**config.mk**
```make
export PLATFORM = sky130hd
export DESIGN_NAME = waveform_plotter_flat
export DESIGN_NICKNAME = d
export VERILOG_FILES = /design/src/rtl/waveform_pkg.sv /design/src/rtl/waveform_plotter_if.sv /design/src/rtl/trace_hit.sv /design/src/rtl/waveform_plotter.sv /design/src/flat_wrapper.sv
export SDC_FILE = /design/constraint.sdc
export NUM_CORES = 1
export LEC_CHECK = 0
export BUFFER_PORTS_ARGS = -buffer_cell sky130_fd_sc_hd__buf_4
export CELL_PAD_IN_SITES_DETAIL_PLACEMENT = 0
export CELL_PAD_IN_SITES_GLOBAL_PLACEMENT = 1
export CORE_ASPECT_RATIO = 2
export CORE_UTILIZATION = 50
export DETAILED_ROUTE_END_ITERATION = 10
export HOLD_SLACK_MARGIN = 0.03
export PLACE_DENSITY = 0.93
export SYNTH_ARGS = -nofsm -noshare
export SYNTH_HDL_FRONTEND = slang
export SYNTH_SLANG_ARGS = --single-unit
```
**constraint.sdc**
```tcl
create_clock -name vga_clk -period 9.85 [get_ports vga_clk]
set_input_delay 1.4775 -clock vga_clk [delete_from_list [all_inputs] [get_ports vga_clk]]
set_output_delay 1.4775 -clock vga_clk [all_outputs]
set_load 0.005 [all_outputs]
```
**src/rtl/waveform_pkg.sv**
```systemverilog
//------------------------------------------------------------------------------
// Module      : waveform_pkg
// Description : Shared widths, default colours and saturating helpers for the
//               waveform plotter pixel stage.
// Revision    : 1.0 - initial release
//------------------------------------------------------------------------------
`default_nettype none

package waveform_pkg;

  localparam int PIX_W = 11;
  localparam int RGB_W = 16;

  localparam logic [RGB_W-1:0] COLOR_SINE_DEF = 16'hF800;
  localparam logic [RGB_W-1:0] COLOR_TRI_DEF  = 16'h07E0;
  localparam logic [RGB_W-1:0] COLOR_SQR_DEF  = 16'h001F;
  localparam logic [RGB_W-1:0] COLOR_GRID_DEF = 16'h4208;
  localparam logic [RGB_W-1:0] COLOR_BG_DEF   = 16'h0000;

  // Extra top bit acts as borrow/carry; clamp instead of wrapping.
  function automatic logic [PIX_W-1:0] sat_sub(input logic [PIX_W-1:0] a,
                                               input logic [PIX_W:0]   b);
    logic [PIX_W:0] d;
    d = {1'b0, a} - b;
    return d[PIX_W] ? '0 : d[PIX_W-1:0];
  endfunction

  function automatic logic [PIX_W-1:0] sat_add(input logic [PIX_W-1:0] a,
                                               input logic [PIX_W:0]   b);
    logic [PIX_W:0] s;
    s = {1'b0, a} + b;
    return s[PIX_W] ? '1 : s[PIX_W-1:0];
  endfunction

endpackage

`default_nettype wire

```
**src/rtl/waveform_plotter_if.sv**
```systemverilog
//------------------------------------------------------------------------------
// Module      : waveform_plotter_if
// Description : Pixel position, trace heights and RGB565 output of the plotter.
// Revision    : 1.0 - initial release
//------------------------------------------------------------------------------
`default_nettype none

interface waveform_plotter_if;
  import waveform_pkg::*;

  logic [PIX_W-1:0] pix_x;
  logic [PIX_W-1:0] pix_y;
  logic             pix_valid;
  logic [PIX_W-1:0] waveform_y_sine;
  logic [PIX_W-1:0] waveform_y_triangle;
  logic [PIX_W-1:0] waveform_y_square;
  logic             grid_en;
  logic [RGB_W-1:0] pix_data;
  logic             pix_data_valid;

  modport master (
    output pix_x, pix_y, pix_valid,
    output waveform_y_sine, waveform_y_triangle, waveform_y_square, grid_en,
    input  pix_data, pix_data_valid
  );

  modport slave (
    input  pix_x, pix_y, pix_valid,
    input  waveform_y_sine, waveform_y_triangle, waveform_y_square, grid_en,
    output pix_data, pix_data_valid
  );

endinterface

`default_nettype wire

```
**src/rtl/trace_hit.sv**
```systemverilog
//------------------------------------------------------------------------------
// Module      : trace_hit
// Description : Decides whether the aligned line lies on the vertical segment
//               joining the previous and current sample of one trace.
// Revision    : 1.0 - initial release
//------------------------------------------------------------------------------
`default_nettype none

module trace_hit
  import waveform_pkg::*;
#(
  parameter int THICK = 1
) (
  input  logic             vga_clk,
  input  logic             sys_rstn,
  input  logic [PIX_W-1:0] cur_y,
  input  logic [PIX_W-1:0] pix_y_a,
  input  logic             line_start,
  input  logic             valid_a,
  output logic             hit
);

  localparam logic [PIX_W:0] c_thick = (PIX_W+1)'(THICK);

  logic [PIX_W-1:0] r_prev_y;
  logic [PIX_W-1:0] w_prev;
  logic [PIX_W-1:0] w_min;
  logic [PIX_W-1:0] w_max;
  logic [PIX_W-1:0] w_lo;
  logic [PIX_W-1:0] w_hi;

  // At line start the segment collapses to the current sample only.
  always_comb begin
    w_prev = line_start ? cur_y : r_prev_y;
    w_min  = (w_prev < cur_y) ? w_prev : cur_y;
    w_max  = (w_prev < cur_y) ? cur_y  : w_prev;
    w_lo   = sat_sub(w_min, c_thick);
    w_hi   = sat_add(w_max, c_thick);
    hit    = valid_a && (pix_y_a >= w_lo) && (pix_y_a <= w_hi);
  end

  always_ff @(posedge vga_clk or negedge sys_rstn) begin
    if (!sys_rstn) begin
      r_prev_y <= '0;
    end else if (valid_a) begin
      r_prev_y <= cur_y;
    end
  end

endmodule

`default_nettype wire

```
**src/rtl/waveform_plotter.sv**
```systemverilog
//------------------------------------------------------------------------------
// Module      : waveform_plotter
// Description : Aligns pixel position with generator trace heights and renders
//               traces, grid and background as RGB565 with 2-cycle latency.
// Revision    : 1.0 - initial release
//------------------------------------------------------------------------------
`default_nettype none

module waveform_plotter
  import waveform_pkg::*;
#(
  parameter int               THICK      = 1,
  parameter int               GRID_X     = 64,
  parameter int               GRID_Y     = 50,
  parameter logic [RGB_W-1:0] COLOR_SINE = COLOR_SINE_DEF,
  parameter logic [RGB_W-1:0] COLOR_TRI  = COLOR_TRI_DEF,
  parameter logic [RGB_W-1:0] COLOR_SQR  = COLOR_SQR_DEF,
  parameter logic [RGB_W-1:0] COLOR_GRID = COLOR_GRID_DEF,
  parameter logic [RGB_W-1:0] COLOR_BG   = COLOR_BG_DEF
) (
  input  logic               vga_clk,
  input  logic               sys_rstn,
  waveform_plotter_if.slave  bus
);

  localparam logic [PIX_W-1:0] c_gx_last = PIX_W'(GRID_X - 1);
  localparam logic [PIX_W-1:0] c_gy_last = PIX_W'(GRID_Y - 1);

  logic [PIX_W-1:0] r_pix_y_a;
  logic             r_valid_a;
  logic             r_data_valid;
  logic [RGB_W-1:0] r_pix_data;
  logic [PIX_W-1:0] r_gx;
  logic [PIX_W-1:0] r_gy;

  logic             w_line_start;
  logic             w_line_end;
  logic [PIX_W-1:0] w_gx;
  logic [PIX_W-1:0] w_gy;
  logic [PIX_W-1:0] w_cur_y [3];
  logic [2:0]       w_hit;
  logic [RGB_W-1:0] w_colour;

  // Stage A: the generator's y outputs arrive one cycle after pix_x.
  always_ff @(posedge vga_clk or negedge sys_rstn) begin
    if (!sys_rstn) begin
      r_pix_y_a <= '0;
      r_valid_a <= 1'b0;
    end else begin
      r_pix_y_a <= bus.pix_y;
      r_valid_a <= bus.pix_valid;
    end
  end

  // r_data_valid is r_valid_a delayed once, which doubles as edge history.
  assign w_line_start = r_valid_a & ~r_data_valid;
  assign w_line_end   = ~r_valid_a & r_data_valid;

  assign w_cur_y[0] = bus.waveform_y_sine;
  assign w_cur_y[1] = bus.waveform_y_triangle;
  assign w_cur_y[2] = bus.waveform_y_square;

  for (genvar i = 0; i < 3; i++) begin : g_trace
    trace_hit #(.THICK(THICK)) u_trace_hit (
      .vga_clk    (vga_clk),
      .sys_rstn   (sys_rstn),
      .cur_y      (w_cur_y[i]),
      .pix_y_a    (r_pix_y_a),
      .line_start (w_line_start),
      .valid_a    (r_valid_a),
      .hit        (w_hit[i])
    );
  end

  assign w_gx = w_line_start ? '0 : r_gx;
  assign w_gy = (w_line_start && (r_pix_y_a == '0)) ? '0 : r_gy;

  always_ff @(posedge vga_clk or negedge sys_rstn) begin
    if (!sys_rstn) begin
      r_gx <= '0;
      r_gy <= '0;
    end else begin
      if (r_valid_a) begin
        r_gx <= (w_gx == c_gx_last) ? '0 : w_gx + 1'b1;
      end
      if (w_line_end) begin
        r_gy <= (r_gy == c_gy_last) ? '0 : r_gy + 1'b1;
      end else if (w_line_start) begin
        r_gy <= w_gy;
      end
    end
  end

  always_comb begin
    w_colour = COLOR_BG;
    if (w_hit[0]) begin
      w_colour = COLOR_SINE;
    end else if (w_hit[1]) begin
      w_colour = COLOR_TRI;
    end else if (w_hit[2]) begin
      w_colour = COLOR_SQR;
    end else if (bus.grid_en && ((w_gx == '0) || (w_gy == '0))) begin
      w_colour = COLOR_GRID;
    end
  end

  always_ff @(posedge vga_clk or negedge sys_rstn) begin
    if (!sys_rstn) begin
      r_data_valid <= 1'b0;
      r_pix_data   <= '0;
    end else begin
      r_data_valid <= r_valid_a;
      r_pix_data   <= r_valid_a ? w_colour : '0;
    end
  end

  assign bus.pix_data       = r_pix_data;
  assign bus.pix_data_valid = r_data_valid;

endmodule

`default_nettype wire

```
**src/flat_wrapper.sv**
```systemverilog
// flat-port wrapper written by rule: the top's interface ports become plain ports
module waveform_plotter_flat import waveform_pkg::*;
#(
  parameter int               THICK      = 1,
  parameter int               GRID_X     = 64,
  parameter int               GRID_Y     = 50,
  parameter logic [RGB_W-1:0] COLOR_SINE = COLOR_SINE_DEF,
  parameter logic [RGB_W-1:0] COLOR_TRI  = COLOR_TRI_DEF,
  parameter logic [RGB_W-1:0] COLOR_SQR  = COLOR_SQR_DEF,
  parameter logic [RGB_W-1:0] COLOR_GRID = COLOR_GRID_DEF,
  parameter logic [RGB_W-1:0] COLOR_BG   = COLOR_BG_DEF
)
  (vga_clk, sys_rstn, bus_pix_x, bus_pix_y, bus_pix_valid, bus_waveform_y_sine, bus_waveform_y_triangle, bus_waveform_y_square, bus_grid_en, bus_pix_data, bus_pix_data_valid);
  waveform_plotter_if bus_i ();
  input  logic vga_clk;
  input  logic sys_rstn;
  input wire logic [$bits(bus_i.pix_x)-1:0] bus_pix_x;
  input wire logic [$bits(bus_i.pix_y)-1:0] bus_pix_y;
  input wire logic [$bits(bus_i.pix_valid)-1:0] bus_pix_valid;
  input wire logic [$bits(bus_i.waveform_y_sine)-1:0] bus_waveform_y_sine;
  input wire logic [$bits(bus_i.waveform_y_triangle)-1:0] bus_waveform_y_triangle;
  input wire logic [$bits(bus_i.waveform_y_square)-1:0] bus_waveform_y_square;
  input wire logic [$bits(bus_i.grid_en)-1:0] bus_grid_en;
  output wire logic [$bits(bus_i.pix_data)-1:0] bus_pix_data;
  output wire logic [$bits(bus_i.pix_data_valid)-1:0] bus_pix_data_valid;
  assign bus_i.pix_x = bus_pix_x;
  assign bus_i.pix_y = bus_pix_y;
  assign bus_i.pix_valid = bus_pix_valid;
  assign bus_i.waveform_y_sine = bus_waveform_y_sine;
  assign bus_i.waveform_y_triangle = bus_waveform_y_triangle;
  assign bus_i.waveform_y_square = bus_waveform_y_square;
  assign bus_i.grid_en = bus_grid_en;
  assign bus_pix_data = bus_i.pix_data;
  assign bus_pix_data_valid = bus_i.pix_data_valid;
  waveform_plotter #(.THICK(THICK), .GRID_X(GRID_X), .GRID_Y(GRID_Y), .COLOR_SINE(COLOR_SINE), .COLOR_TRI(COLOR_TRI), .COLOR_SQR(COLOR_SQR), .COLOR_GRID(COLOR_GRID), .COLOR_BG(COLOR_BG)) u_core (.vga_clk(vga_clk), .sys_rstn(sys_rstn), .bus(bus_i));
endmodule
```
==> key figures <==
Synthesis
  – Mapped cell area: 8588 sq um
  – Synth warn: 0
  – Mapped Cells: 1,073
  – Cell variety after synth: 62
  – Seq/Total Area, Yosys: 0.2156
  – Synth area leader: dfrtp_1
  – #FFs+latches synth: 74
  – Syn nets: 1,241
  – Ys async rst share: 1.000
  – Largest cells by area after synthesis: dfrtp_1, ha_1, mux2_2
  – Ys flop type: dfrtp_1
  – Post-synth EDFFs: 0
  – Yosys top cell area share: 0.2156
  – Synth Area per Inst: 8.004 sq um

Global route
  – Grt total ovfl: 0
  – Grt met3 use: 0.02805
  – Busiest grt layer: met2
  – All-Layer GR Usage: 0.2792
  – Met1 usage: 0.2987
  – Met2 Usage GRT: 0.5113
  – Initial antenna violation count: 0
  – Number of global-route vias before repair: 7,998
  – Largest net degree at the start of global routing: 49
  – First-pass GRT wire length: 38,870 um

Route
  – DR WL/cell: 17.83 um
  – Drt first-iter violations: 279
  – Number of vias per cell: 6.139
  – Routed WL: 23,400 um
  – Via count: 8,054
  – Antenna-violating nets left: 0
  – Remaining DRCs: 0
  – Initial DRT Pass Iterations: 4

Placement
  – Post-DP Area: 9126 sq um
  – # port buffers: 64
  – Global placement routability congestion: 0.9349
  – DPL Wire Length: 18,150 um
  – DP Worst Slack: 2.287 ns
  – DP Cell Count: 1,296

Timing
  – Worst slew pin tran: 0.9892 ns
  – Setup-failing EPs final: 0
  – Final Hold Fails: 0
  – F_max: 0.1325 GHz
  – Final min period: 7.546 ns
  – Max Transition Viols Final: 0
  – Setup TNS: 0 ns
  – Period utilisation layout: 0.7661
  – Slew margin rel.: 0.3406
  – Unrepaired setup endpoints after global routing: no
  – Setup ws final: 2.304 ns
  – Worst Clk Skew: 0.01010 ns

Layout
  – Fill cells: 1,646
  – Sequential cell area: 1853 sq um
  – Post-route design area: 9437 sq um
  – Multi-input gate area: 6248 sq um
  – Fin cells: 1,312
  – Synth-to-layout area growth: 9.878%
  – Ant diodes: 0
  – Fin nets: 1,268
  – Share of cells above drive strength 1: 0.1367

Clock network
  – Skew-Pair Late Insertion Delay: 0.37 ns
  – Hold buffers post-CTS: 0
  – Cts repair resizes: 0
  – CTS Buf Count: 9
  – CTS tree: built
  – Max Root-Sink Buffers: 2
  – CTS Sinks: 74
  – Setup bufs post-CTS: 0
  – Clock transition at path regs: 0.07 ns
  – Htree depth: 3
  – Clk root buf: clkbuf_16

Die
  – Die area: 17,740 sq um
  – Row count: 67
  – Die H: 187.3 um
  – Starting density of the core: 0.5122
  – IO Count: 76
  – Core area: 16,770 sq um
  – Die width: 94.67 um

Setup path
  – Setup crit end kind: register
  – Crit-path max FO: 48
  – CP startpoint kind: register
  – Worst R2R Start: u_core.r_valid_a$_DFF_PN0_
  – Crit Path Class: register to register
  – CP bufs+invs: 4
  – Crit-path leading delay family: adder cells
  – Crit path DAT: 7.75 ns
  – Crit path top cell by count: ha_1
  – CP max stage cell: ha_1
  – Worst Setup SP: u_core.r_valid_a$_DFF_PN0_
  – Crit path largest cell delay: 0.93 ns
  – Req. time, crit path: 10.06 ns

Power and ir drop
  – IR drop worst, VDD: 0.1165 mV
  – Design Power: 1.367 mW
  – LEAKAGE: 4.318 nW
  – P per Cell Area: 144.8 nW/um^2

Run
  – Maxcap violations: 0

Worst hold path
  – Min-delay src: u_core.r_gx[10]$_DFFE_PN0P_
  – Min-delay worst type: register to register

Status
  – Outcome: finished, final reports clean
[placed cells by master (no fill, tap or decap), types with 5 or more instances in the layout]
cell,Yosys,final
a221oi_1,6,6
dfrtp_1,74,73
nand3_1,36,36
xnor2_1,27,27
o31ai_1,15,15
nor2b_1,11,11
ha_1,109,108
inv_1,59,59
xor2_1,11,11
and3_1,19,19
nor4_1,16,16
o211ai_1,13,13
nand2b_1,14,14
a31oi_1,9,9
a21o_1,21,21
o21a_1,11,11
mux2i_1,45,45
nor3_1,30,30
and4_1,5,5
nand2_1,87,87
nand4_1,23,23
a21oi_1,83,83
nor2_1,92,92
o21ai_0,73,73
a211oi_1,10,10
clkbuf_16,0,9
and2_1,9,9
mux2_2,54,54
buf_4,10,72
[per-layer routing]
metal	wire (um)	vias to the layer above
li1	-	3974
met4	1173	0
met5	0	-
met2	12690	192
met3	595	82
met1	8937	3806
[Yosys cell counts, types with 13 or more instances]
cell	number
and3_1	19
o211ai_1	13
dfrtp_1	74
o21ai_0	73
ha_1	109
a21oi_1	83
nor3_1	30
mux2_2	54
mux2i_1	45
xnor2_1	27
nor2_1	92
nor4_1	16
inv_1	59
a21o_1	21
nand4_1	23
nand3_1	36
o31ai_1	15
nand2_1	87
clkbuf_1	30
nand2b_1	14
[flip-flops by register name, indices dropped and copies added, names as in the netlist]
register	flops
u_core.g_trace.u_trace_hit.r_prev_y	33
u_core.r_valid_a	1
u_core.r_gx	11
u_core.bus.pix_data_valid	1
u_core.r_pix_y_a	11
u_core.bus.pix_data	6
u_core.r_gy	11
[cell type report]
cell class | instances | area share
flip-flops and latches | 74 | 0.1964
clock buffers | 9 | 0.02387
inverters | 60 | 0.02387
multi-input cells | 883 | 0.6622
clock inverters | 7 | 0.009016
repair buffers | 72 | 0.05728
well taps | 207 | 0.02745
[power by group]
group	internal [mW]	switching [mW]	leakage (nW)
clock	0.202	0.158	0.146
combinational	0.276	0.369	3.26
sequential	0.333	0.0288	0.914
total	0.811	0.556	4.32
[through the flow]
| stage | hold WS, ns | util |
|---|---|---|
| after floorplan | 0.3993 | - |
| after global placement | 0.4802 | 0.5443 |
| after detailed placement | 0.4854 | 0.5443 |
| after CTS | 0.4949 | 0.5628 |
| after global routing | 0.5171 | 0.5628 |
| final | 0.4909 | 0.5628 |
[worst register-to-register path, stage by stage, from the launching register on]
cell and delay [ns]:
dfrtp_2 0.36, buf_4 0.54, ha_1 0.94, mux2i_1 0.49, inv_1 0.20, ha_1 0.33, nand4_1 0.09, o211ai_1 0.26
a221o_1 0.63, or2_1 0.21, buf_4 0.27, nor2b_1 0.19, mux2_2 0.39, ha_1 0.25, o2111ai_1 0.09, o31a_1 0.30
a21oi_1 0.07, mux2_2 0.28, ha_1 0.29, nand4_1 0.09, nor2_1 0.20, and3_1 0.22, a21oi_1 0.04, or3_1 0.46
inv_1 0.14, nor3b_1 0.06
[logic make-up after synthesis]
kind of cell | share of synthesized area
and+or+nand+nor | 0.2038
AOI/OAI and AO/OA | 0.2013
buffers and inverters | 0.05842
muxes | 0.1233
adders and majority gates | 0.1588
xor gates and xnor gates | 0.03875
DFF | 0.2156
[path summary, 6_finish.rpt]
path / endpoint / cells after the start / slack, ns
max: u_core.bus.pix_data[4]$_DFF_PN0_ / 25 / 2.30
min: u_core.r_gx[10]$_DFFE_PN0P_ / 1 / 0.49
max reg2reg: u_core.bus.pix_data[4]$_DFF_PN0_ / 25 / 2.30
min reg2reg: u_core.r_gx[10]$_DFFE_PN0P_ / 1 / 0.49
max in group asynchronous: u_core.r_valid_a$_DFF_PN0_ / 2 / 7.79
min in group asynchronous: u_core.g_trace[0].u_trace_hit.r_prev_y[8]$_DFFE_PN0P_ / 1 / 1.03
(Power assumes the default switching activity.)
